===== src/rtl/traffic_pkg.sv =====
// Shared lamp codes, fault codes and tracker states for the intersection
// conflict monitor.
package traffic_pkg;

  localparam logic [2:0] GREEN  = 3'b100;
  localparam logic [2:0] YELLOW = 3'b010;
  localparam logic [2:0] RED    = 3'b001;
  localparam logic [2:0] OFF    = 3'b000;

  localparam logic [3:0] ALL_RED_STATE = 4'h6;

  typedef enum logic [2:0] {
    FC_NONE         = 3'd0,
    FC_CONFLICT     = 3'd1,
    FC_INVALID      = 3'd2,
    FC_NO_YELLOW    = 3'd3,
    FC_SHORT_YELLOW = 3'd4,
    FC_DARK         = 3'd5
  } fault_code_t;

  typedef enum logic [1:0] {
    TRK_UNKNOWN,
    TRK_GREEN,
    TRK_YELLOW,
    TRK_RED
  } trk_state_t;

  // A lamp showing green or yellow lets traffic move.
  function automatic logic is_go(input logic [2:0] code);
    return (code == GREEN) || (code == YELLOW);
  endfunction

  function automatic logic is_multi(input logic [2:0] code);
    return (code[2] & code[1]) | (code[2] & code[0]) | (code[1] & code[0]);
  endfunction

endpackage


===== src/rtl/approach_tracker.sv =====
// Per-approach lamp sequence tracker: follows GREEN/YELLOW/RED and flags red
// entries that skip yellow or cut the yellow phase short.
module approach_tracker
  import traffic_pkg::*;
#(
  parameter int MIN_YELLOW = 3
) (
  input  logic       clk,
  input  logic       rst_,
  input  logic [2:0] i_code,
  input  logic       i_tick,
  input  logic       i_en,
  output trk_state_t o_state,
  output logic       o_to_red_from_green,
  output logic       o_short_yellow
);

  localparam int            YW    = $clog2(MIN_YELLOW + 1);
  localparam logic [YW-1:0] Y_MIN = YW'(MIN_YELLOW);

  trk_state_t    r_state;
  logic [YW-1:0] r_ycnt;
  logic          w_ytick;
  logic          w_red;

  assign w_ytick = i_tick && (r_state == TRK_YELLOW) && (r_ycnt != Y_MIN);
  assign w_red   = i_en && (i_code == RED);

  always_ff @(posedge clk or negedge rst_) begin
    if (!rst_) begin
      r_state <= TRK_UNKNOWN;
      r_ycnt  <= '0;
    end else if (!i_en) begin
      r_state <= TRK_UNKNOWN;
      r_ycnt  <= '0;
    end else begin
      // NOTE: state registers use non-blocking assignments so every flop samples pre-edge values.
      case (i_code)
        GREEN:  r_state <= TRK_GREEN;
        YELLOW: begin
          r_state <= TRK_YELLOW;
          if (r_state != TRK_YELLOW) r_ycnt <= '0;
          else if (w_ytick)          r_ycnt <= r_ycnt + 1'b1;
        end
        RED:    r_state <= TRK_RED;
        // Dark or invalid codes hold the phase, so a blinking yellow keeps timing.
        default: if (w_ytick) r_ycnt <= r_ycnt + 1'b1;
      endcase
    end
  end

  assign o_state             = r_state;
  assign o_to_red_from_green = w_red && (r_state == TRK_GREEN);
  assign o_short_yellow      = w_red && (r_state == TRK_YELLOW) && (r_ycnt < Y_MIN);

endmodule


===== src/rtl/traffic_conflict_monitor.sv =====
// Conflict monitor for intersection lamp outputs: latches the first illegal
// lamp combination or sequence and forces the controller into all-red.
module traffic_conflict_monitor
  import traffic_pkg::*;
#(
  parameter int TICK_DIV      = 500000,
  parameter int CONFLICT_FILT = 4,
  parameter int MIN_YELLOW    = 3,
  parameter int DARK_TICKS    = 2
) (
  input  logic       clk,
  input  logic       rst_,
  input  logic       en,
  input  logic       clr,
  input  logic [2:0] north_south,
  input  logic [2:0] east_west,
  output logic       fault,
  output logic [2:0] fault_code,
  output logic [7:0] fault_count,
  output logic       force_ld,
  output logic [3:0] force_data
);

  localparam int            PW     = $clog2(TICK_DIV);
  localparam int            FW     = $clog2(CONFLICT_FILT + 1);
  localparam int            DW     = $clog2(DARK_TICKS + 1);
  localparam logic [PW-1:0] P_LAST = PW'(TICK_DIV - 1);
  localparam logic [FW-1:0] F_LAST = FW'(CONFLICT_FILT - 1);
  localparam logic [DW-1:0] D_LAST = DW'(DARK_TICKS - 1);

  logic [2:0]    r_ns, r_ew;
  logic [PW-1:0] r_presc;
  logic [FW-1:0] r_conf_cnt, r_inv_cnt;
  logic [DW-1:0] r_dark_cnt;
  logic          r_fault;
  fault_code_t   r_code;
  logic [7:0]    r_count;

  logic        w_tick, w_conf_raw, w_inv_raw, w_dark_raw, w_raw_any;
  logic        w_ns_g2r, w_ns_short, w_ew_g2r, w_ew_short;
  fault_code_t w_code;
  trk_state_t  w_unused_ns_state, w_unused_ew_state;

  assign w_tick     = en && (r_presc == P_LAST);
  assign w_conf_raw = en && is_go(r_ns) && is_go(r_ew);
  assign w_inv_raw  = en && (is_multi(r_ns) || is_multi(r_ew));
  assign w_dark_raw = en && (r_ns == OFF) && (r_ew == OFF);

  approach_tracker #(.MIN_YELLOW(MIN_YELLOW)) u_ns (
    .clk(clk), .rst_(rst_), .i_code(r_ns), .i_tick(w_tick), .i_en(en),
    .o_state(w_unused_ns_state), .o_to_red_from_green(w_ns_g2r), .o_short_yellow(w_ns_short)
  );

  approach_tracker #(.MIN_YELLOW(MIN_YELLOW)) u_ew (
    .clk(clk), .rst_(rst_), .i_code(r_ew), .i_tick(w_tick), .i_en(en),
    .o_state(w_unused_ew_state), .o_to_red_from_green(w_ew_g2r), .o_short_yellow(w_ew_short)
  );

  // Clear is refused while any detector still sees a fault condition.
  assign w_raw_any = w_conf_raw || w_inv_raw || w_dark_raw ||
                     w_ns_g2r || w_ew_g2r || w_ns_short || w_ew_short;

  always_comb begin
    // NOTE: default assigned first so every path drives w_code and no latch is inferred.
    w_code = FC_NONE;
    if (w_conf_raw && (r_conf_cnt == F_LAST))                w_code = FC_CONFLICT;
    else if (w_inv_raw && (r_inv_cnt == F_LAST))             w_code = FC_INVALID;
    else if (w_ns_g2r || w_ew_g2r)                           w_code = FC_NO_YELLOW;
    else if (w_ns_short || w_ew_short)                       w_code = FC_SHORT_YELLOW;
    else if (w_dark_raw && w_tick && (r_dark_cnt == D_LAST)) w_code = FC_DARK;
  end

  always_ff @(posedge clk or negedge rst_) begin
    if (!rst_) begin
      r_ns       <= OFF;
      r_ew       <= OFF;
      r_presc    <= '0;
      r_conf_cnt <= '0;
      r_inv_cnt  <= '0;
      r_dark_cnt <= '0;
    end else begin
      r_ns       <= north_south;
      r_ew       <= east_west;
      r_presc    <= (!en || w_tick) ? '0 : r_presc + 1'b1;
      r_conf_cnt <= !w_conf_raw ? '0 : (r_conf_cnt == F_LAST) ? r_conf_cnt : r_conf_cnt + 1'b1;
      r_inv_cnt  <= !w_inv_raw  ? '0 : (r_inv_cnt  == F_LAST) ? r_inv_cnt  : r_inv_cnt  + 1'b1;
      if (!w_dark_raw)                          r_dark_cnt <= '0;
      else if (w_tick && (r_dark_cnt != D_LAST)) r_dark_cnt <= r_dark_cnt + 1'b1;
    end
  end

  always_ff @(posedge clk or negedge rst_) begin
    if (!rst_) begin
      r_fault <= 1'b0;
      r_code  <= FC_NONE;
      r_count <= '0;
    end else if (!r_fault) begin
      if (w_code != FC_NONE) begin
        r_fault <= 1'b1;
        r_code  <= w_code;
        if (r_count != 8'hFF) r_count <= r_count + 1'b1;
      end
    end else if (clr && !w_raw_any) begin
      r_fault <= 1'b0;
      r_code  <= FC_NONE;
    end
  end

  assign fault       = r_fault;
  assign fault_code  = r_code;
  assign fault_count = r_count;
  assign force_ld    = r_fault;
  assign force_data  = r_fault ? ALL_RED_STATE : 4'h0;

endmodule


===== config.mk =====
export PLATFORM = sky130hd
export DESIGN_NAME = traffic_conflict_monitor
export DESIGN_NICKNAME = d
export VERILOG_FILES = /design/src/rtl/traffic_pkg.sv /design/src/rtl/approach_tracker.sv /design/src/rtl/traffic_conflict_monitor.sv
export SDC_FILE = /design/constraint.sdc
export NUM_CORES = 1
export LEC_CHECK = 0
export CORE_MARGIN = 1.5
export CORE_UTILIZATION = 57
export CTS_CLUSTER_DIAMETER = 30
export DETAILED_ROUTE_END_ITERATION = 16
export GPL_ROUTABILITY_DRIVEN = 0
export PLACE_DENSITY = 0.78
export RECOVER_POWER = 50
export SETUP_SLACK_MARGIN = 0.1
export SYNTH_ARGS = -nofsm -noshare
export SYNTH_HDL_FRONTEND = slang
export SYNTH_SLANG_ARGS = --single-unit
export TNS_END_PERCENT = 20

===== constraint.sdc =====
create_clock -name clk -period 2.8 [get_ports clk]
set_input_delay 0.28 -clock clk [delete_from_list [all_inputs] [get_ports clk]]
set_output_delay 0.28 -clock clk [all_outputs]
set_load 0.01 [all_outputs]

# Word-level counts from Yosys, hierarchy flattened
# Index checks and enable logic that the tools add are counted.
[totals] ff_bits=53 latchBits=0 mem_bits_rw=0 romBits=0 output_inout_bits=17 wordCells=138 memories=0
[op_classes] add_sub_neg=7 mul=0 n_div=0 n_lt_le_gt_ge=2 eq_ne=28 shifts=0 muxes=31 bitwise=11 n_reduce_logical=46
[op_table] op="$mux 3" count=13
[op_table] op="$logic_and 1x1->1" count=24
[op_table] op="$mux 2" count=10
[op_table] op="$add 19x1->19 const B" count=1
[op_table] op="$eq 19x19->1 const B" count=1
[op_table] op="$mux 19" count=1
[op_table] op="$ne 2x2->1 const B" count=8
[op_table] op="$eq 3x2->1 const B" count=4
[op_table] op="$logic_or 1x1->1" count=12
[op_table] op="$pmux 2 s3" count=2
[op_table] op="$add 8x1->8 const B" count=1
[op_table] op="$ne 4x1->1 const B" count=2
[op_table] op="$ne 8x8->1 const B" count=1
[op_table] op="$pmux 2 s2" count=2
[op_table] op="$add 2x1->2 const B" count=3
[op_table] op="$add 3x1->3 const B" count=2
[op_table] op="$and 1x1->1" count=6
[op_table] op="$eq 2x1->1 const B" count=3
[op_table] op="$eq 3x1->1 const B" count=2
[op_table] op="$eq 3x3->1 const B" count=2
[op_table] op="$logic_not 3->1" count=2
[op_table] op="$ne 2x1->1 const B" count=3
[op_table] op="$eq 2x2->1 const B" count=2
[op_table] op="$lt 2x2->1 const B" count=2
[op_table] op="9 further kinds" count=16

# Depth between registers and ports, before layout
# Gate-level depths: netlist of run 1.
[logic_depth] word_depth=15 mapped_depth=8 mapped_depth_nobuf=7

# Cells and area by module
# Synthesis of run 1 repeated with hierarchy kept, for this count alone.
[unflattened] hier_cells=289 hier_area_um2=2852.7
[modules_own_cells] module="traffic_conflict_monitor" n_inst=1 cells_per_inst=226 area_per_inst_um2=2257.2 seq_area_each_um2=1126.1
[modules_own_cells] module="approach_tracker (u_ns)" n_inst=1 cells_per_inst=34 area_per_inst_um2=312.8 seq_area_each_um2=100.1
[modules_own_cells] module="approach_tracker (u_ew)" n_inst=1 cells_per_inst=29 area_per_inst_um2=282.8 seq_area_each_um2=100.1

# Least setup slack after synthesis of run 1
# OpenSTA, ideal clock, no wires.
[synth_timing] kind="flip-flop to flip-flop" from="reg r_presc[6]" to="reg r_count[7], in the netlist fault_count[7]" setup_time_ns=0.128 arrival_ns=2.193 slack_ns=0.480 path_stages_with_launch=7 n_path_buf=0 period_less_slack_ns=2.320 cell_sequence="dfrtp_1 -> or4_4 -> nor4_4 -> a41o_2 -> nor3_2 -> nor4_2 -> mux2_1"
[synth_between] elab_chain_cells=11
[synth_rtl] item="start: declaration" line="traffic_conflict_monitor.sv:32" rtl="logic [PW-1:0] r_presc;"
[synth_rtl] item="start signal: assignment" line="traffic_conflict_monitor.sv:84" rtl="r_presc <= (!en || w_tick) ? '0 : r_presc + 1'b1;"
[synth_rtl] item="$eq 19x19->1" line="traffic_conflict_monitor.sv:44" rtl="assign w_tick = en && (r_presc == P_LAST);"
[synth_rtl] item="$logic_and 1x1->1" line="traffic_conflict_monitor.sv:44"
[synth_rtl] item="$logic_and 1x1->1 (2 in a row)" line="traffic_conflict_monitor.sv:70" rtl="else if (w_dark_raw && w_tick && (r_dark_cnt == D_LAST)) w_code = FC_DARK;"
[synth_rtl] item="$mux 3" line="traffic_conflict_monitor.sv:70"
[synth_rtl] item="$mux 3" line="traffic_conflict_monitor.sv:69" rtl="else if (w_ns_short || w_ew_short) w_code = FC_SHORT_YELLOW;"
[synth_rtl] item="$mux 3" line="traffic_conflict_monitor.sv:68" rtl="else if (w_ns_g2r || w_ew_g2r) w_code = FC_NO_YELLOW;"
[synth_rtl] item="$mux 3" line="traffic_conflict_monitor.sv:67" rtl="else if (w_inv_raw && (r_inv_cnt == F_LAST)) w_code = FC_INVALID;"
[synth_rtl] item="$mux 3" line="traffic_conflict_monitor.sv:66" rtl="if (w_conf_raw && (r_conf_cnt == F_LAST)) w_code = FC_CONFLICT;"
[synth_rtl] item="$reduce_bool 3->1" line="traffic_conflict_monitor.sv:98" rtl="if (w_code != FC_NONE) begin"
[synth_rtl] item="$reduce_and 3->1 (no line)"
[synth_rtl] item="end signal: assignment" line="traffic_conflict_monitor.sv:101" rtl="if (r_count != 8'hFF) r_count <= r_count + 1'b1;"
[synth_rtl] item="end: declaration" line="traffic_conflict_monitor.sv:37" rtl="logic [7:0] r_count;"
# Every way passes these cells.
# A chain may end at the register's enable or synchronous reset.

# Final worst setup path of run 1
[layout_timing] from="reg u_ew.r_ycnt[0]" to="reg r_count[7], in the netlist fault_count[7]"
[layout_between] elab_chain_cells=9
[layout_rtl] item="start: declaration" line="approach_tracker.sv:22" rtl="logic [YW-1:0] r_ycnt;"
[layout_rtl] item="start signal: assignment" line="approach_tracker.sv:43" rtl="else if (w_ytick) r_ycnt <= r_ycnt + 1'b1;"
[layout_rtl] item="start signal: assignment" line="approach_tracker.sv:47" rtl="default: if (w_ytick) r_ycnt <= r_ycnt + 1'b1;"
[layout_rtl] item="$lt 2x2->1" line="approach_tracker.sv:54" rtl="assign o_short_yellow = w_red && (r_state == TRK_YELLOW) && (r_ycnt < Y_MIN);"
[layout_rtl] item="$logic_and 1x1->1" line="approach_tracker.sv:54"
[layout_rtl] item="$logic_or 1x1->1" line="traffic_conflict_monitor.sv:69"
[layout_rtl] item="$mux 3" line="traffic_conflict_monitor.sv:69"
[layout_rtl] item="$mux 3" line="traffic_conflict_monitor.sv:68"
[layout_rtl] item="$mux 3" line="traffic_conflict_monitor.sv:67"
[layout_rtl] item="$mux 3" line="traffic_conflict_monitor.sv:66"
[layout_rtl] item="$reduce_bool 3->1" line="traffic_conflict_monitor.sv:98"
[layout_rtl] item="$reduce_and 3->1 (no line)"
# Every way passes these cells.

==> results.cfg, run 1 <==
[timing]
slew_headroom_pct = 4.11
holdWs_ps = 493
fin_setup_tns_ps = 0
hold_viol_final = 0
drv_slew = 0
period_share_pct = 88.5
setup_viol = 0
max_slew.worst_pin.slew_ps = 1440
fin_worst_skew_ps = 5.95
fmax_mhz = 403
fin_crit_ps = 2480
rsz0062_at_grt = false

[synthesis]
ys_ff_latch = 53
synth_seq_area_share_pct = 47.7
yosys-top-cells-area = dfrtp_1 48%, nor2_1 6.2%, xor2_1 5.0%
synth_top_area_share_pct = 47.7
netlist_area_sq_um = 2780
yosysMostFrequentCell = dfrtp_1
syn_inst = 279
synth_top_area_cell = dfrtp_1
ys_types = 51
async_flop_share_pct = 100
synth_commonest_cells = 53 x dfrtp_1, 46 x nor2_1, 23 x nand2_1, 16 x xor2_1, 14 x xnor2_1
syn_area_per_cell_sq_um = 9.96
yosys_warnings = 0
synth-edff-count = 0
synth_flop_cell = dfrtp_1

[clock_network]
htree_levels = 2
cts_tree = built
clk_path_buf_depth = 2
insertion_delay_ps = 300
cts_made_buffers = 5
cts.clk_slew.worst_paths_ps = 90
clockRootBuffer = clkbuf_8
clock_sinks = 53

[global_routing]
grt_pass1_wl_mm = 8.36
grt_pass1_vias = 1852
grtUsageTotal_pct = 20.2
antenna_found_initial = 0
overflow = 0
grt_max_degree = 29

[die]
core_area_sq_um = 4720
dieArea_sq_um = 5310
die_h_microns = 72.8
initial_core_util_pct = 58.9
rows = 25
top_level_ports = 27
die_width_microns = 72.8

[power_and_ir_drop]
vdd.ir_drop.worst_mv = 0.428
p_int_uw = 1280
swShare_pct = 28.1
p_switching_uw = 500
pwr-share-seq_pct = 51.9
combPwrFrac_pct = 22.3
leakage_uw = 0.00139
powerDensity_nw_per_um2 = 562
power_frac_clock_pct = 25.8

[min_path]
hp-class = flip-flop to flip-flop

[route]
vias_per_cell = 5.39
dr.pass1.iters = 4
drt_wl_total_mm = 4.80
ant_nets = 0
wl_per_cell_microns = 12.9
drtIter0Drc = 104
num_vias = 2000
drc = 0

[finish]
nFillCells = 395
drive_gt1_share_pct = 10.2
diodes = 0
layout.nets = 322
area_growth_pct = 14.0

[worst_setup_path]
crit_chain = ha_1 > or3b_2 > o32ai_1 > a41o_2 > nor3_2 > nor4_2 > mux2_1
critPathSlowestCell = or3b_2
crit_fanout = 5
cp-end-kind = flip-flop
cpPeakStageDelay_ps = 470
cp.required_ps = 2990
start_kind = flip-flop
critPathKind = flip-flop to flip-flop
crit_arrival_ps = 2670

[run_status]
outcome = finished clean

[placement]
port_buffers = 24
hpwl_mm = 3.50

[flow_run]
maxCapViolations = 0
-- what timing repair did --
item                      in CTS  in global routing
hold endpoints to repair      27                  0
hold buffers                   1                  0
setup buffers                  0                  0
resized for setup              0                  0
-- sequential cells by signal (all words and copies together), names as in the netlist --
signal / flops
u_ew.r_ycnt: 2
fault: 1
fault_count: 8
u_ns.o_state: 2
u_ns.r_ycnt: 2
r_ew: 3
r_presc: 19
u_ew.o_state: 2
r_inv_cnt: 3
r_ns: 3
r_dark_cnt: 2
r_conf_cnt: 3
fault_code: 3
-- path summary, 6_finish.rpt --
check	slack, ps	endpoint	depth (start not counted)	start
min reg2reg	490	r_presc[0]	1	r_presc[0]
min in group asynchronous	840	r_presc[17]	2	rst_
max in group asynchronous	640	r_presc[1]	3	rst_
max reg2reg	320	fault_count[7]	7	u_ew.r_ycnt[0]
min	490	r_presc[0]	1	r_presc[0]
max	320	fault_count[7]	7	u_ew.r_ycnt[0]
-- area by class of cell --
| class | instances | area (sq um) | share of cell area [%] |
|---|---|---|---|
| clock buffer | 7 | 96.3 | 3.04 |
| timing repair buffer | 31 | 283 | 8.93 |
| clock inverter | 1 | 5.00 | 0.158 |
| multi-input combinational | 202 | 1340 | 42.2 |
| sequential | 53 | 1330 | 41.9 |
| tap | 67 | 83.8 | 2.65 |
| inverter | 10 | 37.5 | 1.18 |
-- critical path: cells and delay by family (launching register included) --
kind,cells,cell delay (ps)
AND/OR/NAND/NOR,3,820
multiplexers,1,350
adder cells (fa/ha/maj),1,200
flip-flops,1,410
AO/OA/AOI/OAI,2,590
-- power by group through the flow --
stage | Combinational (uW) | Sequential (uW) | Clock (uW)
floorplan | 247 | 924 | 0
global placement | 397 | 938 | 0
detailed placement | 401 | 939 | 0
CTS | 407 | 925 | 479
global route | 440 | 941 | 508
finish | 397 | 924 | 459
-- through the flow --
stage	area [sq um]	total power [uW]	setup slack [ps]	util (%)	std cells
3_3_place_gp	3060	1330	296	64.9	362
4_1_cts	3180	1810	326	67.2	371
5_1_grt	3170	1890	165	67.1	371
6_report	3170	1780	321	67.1	371
2_1_floorplan	2780	1170	480	-	280
3_5_place_dp	3060	1340	234	64.9	362
-- kinds of logic after synthesis --
kind of cell,share of synthesized area [%]
xor gates and xnor gates,9.45
and+or+nand+nor,22.6
adders and majority gates,4.05
muxes,2.66
AOI/OAI and AO/OA,9.00
DFF,47.7
buffers and inverters,4.37
other,0.135
-- cell usage in the layout (no fill, tap or decap), types with 2 or more instances in the layout --
cell type,count
and3_1,2
nor2_1,46
dfrtp_1,53
conb_1,2
xor2_1,16
a211oi_1,3
nor3_1,6
clkbuf_1,2
a21oi_1,9
clkbuf_8,7
mux2i_1,4
nand2b_1,6
ha_1,9
or3b_2,2
o211ai_1,2
mux2_2,2
xnor2_1,14
or2_2,3
and4_1,5
dlygate4sd3_1,8
o211a_1,2
clkdlybuf4s50_1,16
inv_1,10
nor3b_1,2
o32ai_1,2
a41o_2,2
nand2_1,23
buf_4,4
o21ai_0,5
nand3_1,12
-- routing by layer --
| layer | share of wire (%) | vias to the layer above | global-route usage (%) |
|---|---|---|---|
| met5 | 0 | - | 0 |
| met4 | 1.5 | 0 | 6.29 |
| met3 | 4.7 | 7 | 4.14 |
| met2 | 46 | 42 | 31.9 |
| met1 | 48 | 950 | 28.2 |
| li1 | - | 1001 | - |
No activity file was read; power rests on OpenSTA's default activity.
==> run 2, diff against run 1 <==
--- a/config.mk
+++ b/config.mk
@@ -5,12 +5,14 @@
 export SDC_FILE = /design/constraint.sdc
 export NUM_CORES = 1
 export LEC_CHECK = 0
+export CELL_PAD_IN_SITES_DETAIL_PLACEMENT = 0
+export CELL_PAD_IN_SITES_GLOBAL_PLACEMENT = 1
 export CORE_MARGIN = 1.5
-export CORE_UTILIZATION = 57
+export CORE_UTILIZATION = 44
 export CTS_CLUSTER_DIAMETER = 30
 export DETAILED_ROUTE_END_ITERATION = 16
 export GPL_ROUTABILITY_DRIVEN = 0
-export PLACE_DENSITY = 0.78
+export PLACE_DENSITY = 0.77
 export RECOVER_POWER = 50
 export SETUP_SLACK_MARGIN = 0.1
 export SYNTH_ARGS = -nofsm -noshare
==> run 2 against run 1 <==
Count of clock-buffer cells in the layout is 1 lower; wire length is 6.4% higher; hold slack better by 6.3 ps; cell count is 2.7% higher; register-to-register slack worse by 30 ps; critical path depth stayed put; flip-flop and latch count stayed put; global-route usage is 3.1 points lower; final area is 1.3% higher; via count is 1.8% lower; clock power is 17% higher.
==> results.cfg, run 2 (synthesis results as in run 1) <==
[clock_network]
htree_levels = 2
cts_tree = built
insertion_delay_ps = 300
clock_sinks = 53
cts.clk_slew.worst_paths_ps = 100
post-cts-setup-buffers = 0
clockRootBuffer = clkbuf_8
clk_path_buf_depth = 2
cts_made_buffers = 5

[finish]
largest-register = r_presc
layout.nets = 324
mostFrequentLayoutCells = 53 x dfrtp_1, 46 x nor2_1, 23 x nand2_1, 16 x xor2_1, 16 x clkdlybuf4s50_1
nFillCells = 595
largest_reg_flops = 19
seq_area_sq_um = 1330
area_growth_pct = 15.4
drive_gt1_share_pct = 10.5
layout_commonest_cell = dfrtp_1
multiInputGateArea_sq_um = 1340
diodes = 0

[flow_run]
maxCapViolations = 0

[die]
dieArea_sq_um = 6800
core_area_sq_um = 6030
die_width_microns = 82.5
rows = 28
initial_core_util_pct = 46.1
die_h_microns = 82.5
top_level_ports = 27

[global_routing]
antenna_found_initial = 0
grt_max_degree = 30
grt_pass1_vias = 1926
grt_pass1_wl_mm = 8.90
overflow = 0
grtUsageTotal_pct = 17.1

[worst_setup_path]
crit_fanout = 5
critPathSlowestCell = or3b_2
cp.required_ps = 2990
start_kind = flip-flop
crit_chain = ha_1 > or3b_2 > o32ai_1 > a41o_2 > nor3_2 > nor4_2 > mux2_1
critical-path-top-delay-family = simple AND/OR/NAND/NOR gates
cp-end-kind = flip-flop
critPathKind = flip-flop to flip-flop
crit_arrival_ps = 2700
cpPeakStageDelay_ps = 470
timing.critical_path.buf_inv = 0

[power_and_ir_drop]
powerDensity_nw_per_um2 = 582
leakage_uw = 0.00140
vdd.ir_drop.worst_mv = 0.380

[route]
drc = 0
drtIter0Drc = 70
dr.pass1.iters = 4
ant_nets = 0
num_vias = 1964
vias_per_cell = 5.15
drt_wl_total_mm = 5.10
wl_per_cell_microns = 13.4

[timing]
drv_slew = 0
setup_ws_ps = 292
rsz0062_at_grt = false
fin_worst_skew_ps = 9.97
period_share_pct = 89.6
fin_setup_tns_ps = 0
max_slew.worst_pin.slew_ps = 1380
fin_crit_ps = 2510
setup_viol = 0
slew_headroom_pct = 8.15
fmax_mhz = 399
hold_viol_final = 0

[min_path]
hp-class = flip-flop to flip-flop

[run_status]
outcome = finished clean

[placement]
place_ws_ps = 147
hpwl_mm = 3.78
port_buffers = 24
## run 2: changes by cell type in the layout (fill, tap and decap cells not counted), sizes merged
cell,previous run,this run
clkinvlp,0,1
buf,4,5
clkinv,1,0
bufinv,0,1
## run 2: layout make-up
cell class	count	area share, %
multi-input cells	202	41.7
clock inverters	2	1.17
clock buffers	6	2.57
flip-flops and latches	53	41.3
repair buffers	33	9.17
inverters	10	1.17
well taps	75	2.93
## run 2: repair_timing
action | 4_1_cts | 5_1_grt
hold buffers | 1 | 0
resized for setup | 0 | 0
endpoints found under the hold margin | 24 | 0
## run 2: routing by layer
layer  track usage (%)  up-vias  routed length (microns)
met5                 0        -                        0
met4              6.50        0                       79
met3              3.30        7                      121
met2              26.7       22                     2300
met1              23.5      932                     2600
li1                  -     1003                        -
## run 2: worst paths after layout
path,start,endpoint,slack (ps),cells past startpoint
worst max-delay path,u_ew.r_ycnt[0],fault_count[7],290,7
worst min-delay path,r_presc[0],r_presc[0],500,1
worst max register to register,u_ew.r_ycnt[0],fault_count[7],290,7
worst min register to register,r_presc[0],r_presc[0],500,1
max in group asynchronous,rst_,r_presc[11],620,3
min in group asynchronous,rst_,u_ns.r_ycnt[0],810,2
## run 2: through the flow
stage | std cells | utilization, % | hold WS [ps] | instance area, sq um | power (uW)
finish | 381 | 53.2 | 499 | 3210 | 1870
global route | 381 | 53.2 | 505 | 3210 | 1980
CTS | 381 | 53.4 | 390 | 3220 | 1900
detailed placement | 372 | 51.3 | 314 | 3090 | 1350
global placement | 372 | 51.3 | 315 | 3090 | 1350
floorplan | 280 | - | -15.6 | 2780 | 1170
## run 2: power by group
part / internal [uW] / total (uW) / switching [uW]
sequential: 835 / 924 / 89.0
combinational: 225 / 403 / 178
clock: 291 / 539 / 248
==> run 3, diff against run 2 <==
--- a/config.mk
+++ b/config.mk
@@ -9,7 +9,6 @@
 export CELL_PAD_IN_SITES_GLOBAL_PLACEMENT = 1
 export CORE_MARGIN = 1.5
 export CORE_UTILIZATION = 44
-export CTS_CLUSTER_DIAMETER = 30
 export DETAILED_ROUTE_END_ITERATION = 16
 export GPL_ROUTABILITY_DRIVEN = 0
 export PLACE_DENSITY = 0.77
==> results of run 3 <==
Same layout as run 2: the final DEF is identical, and so are final timing and power.
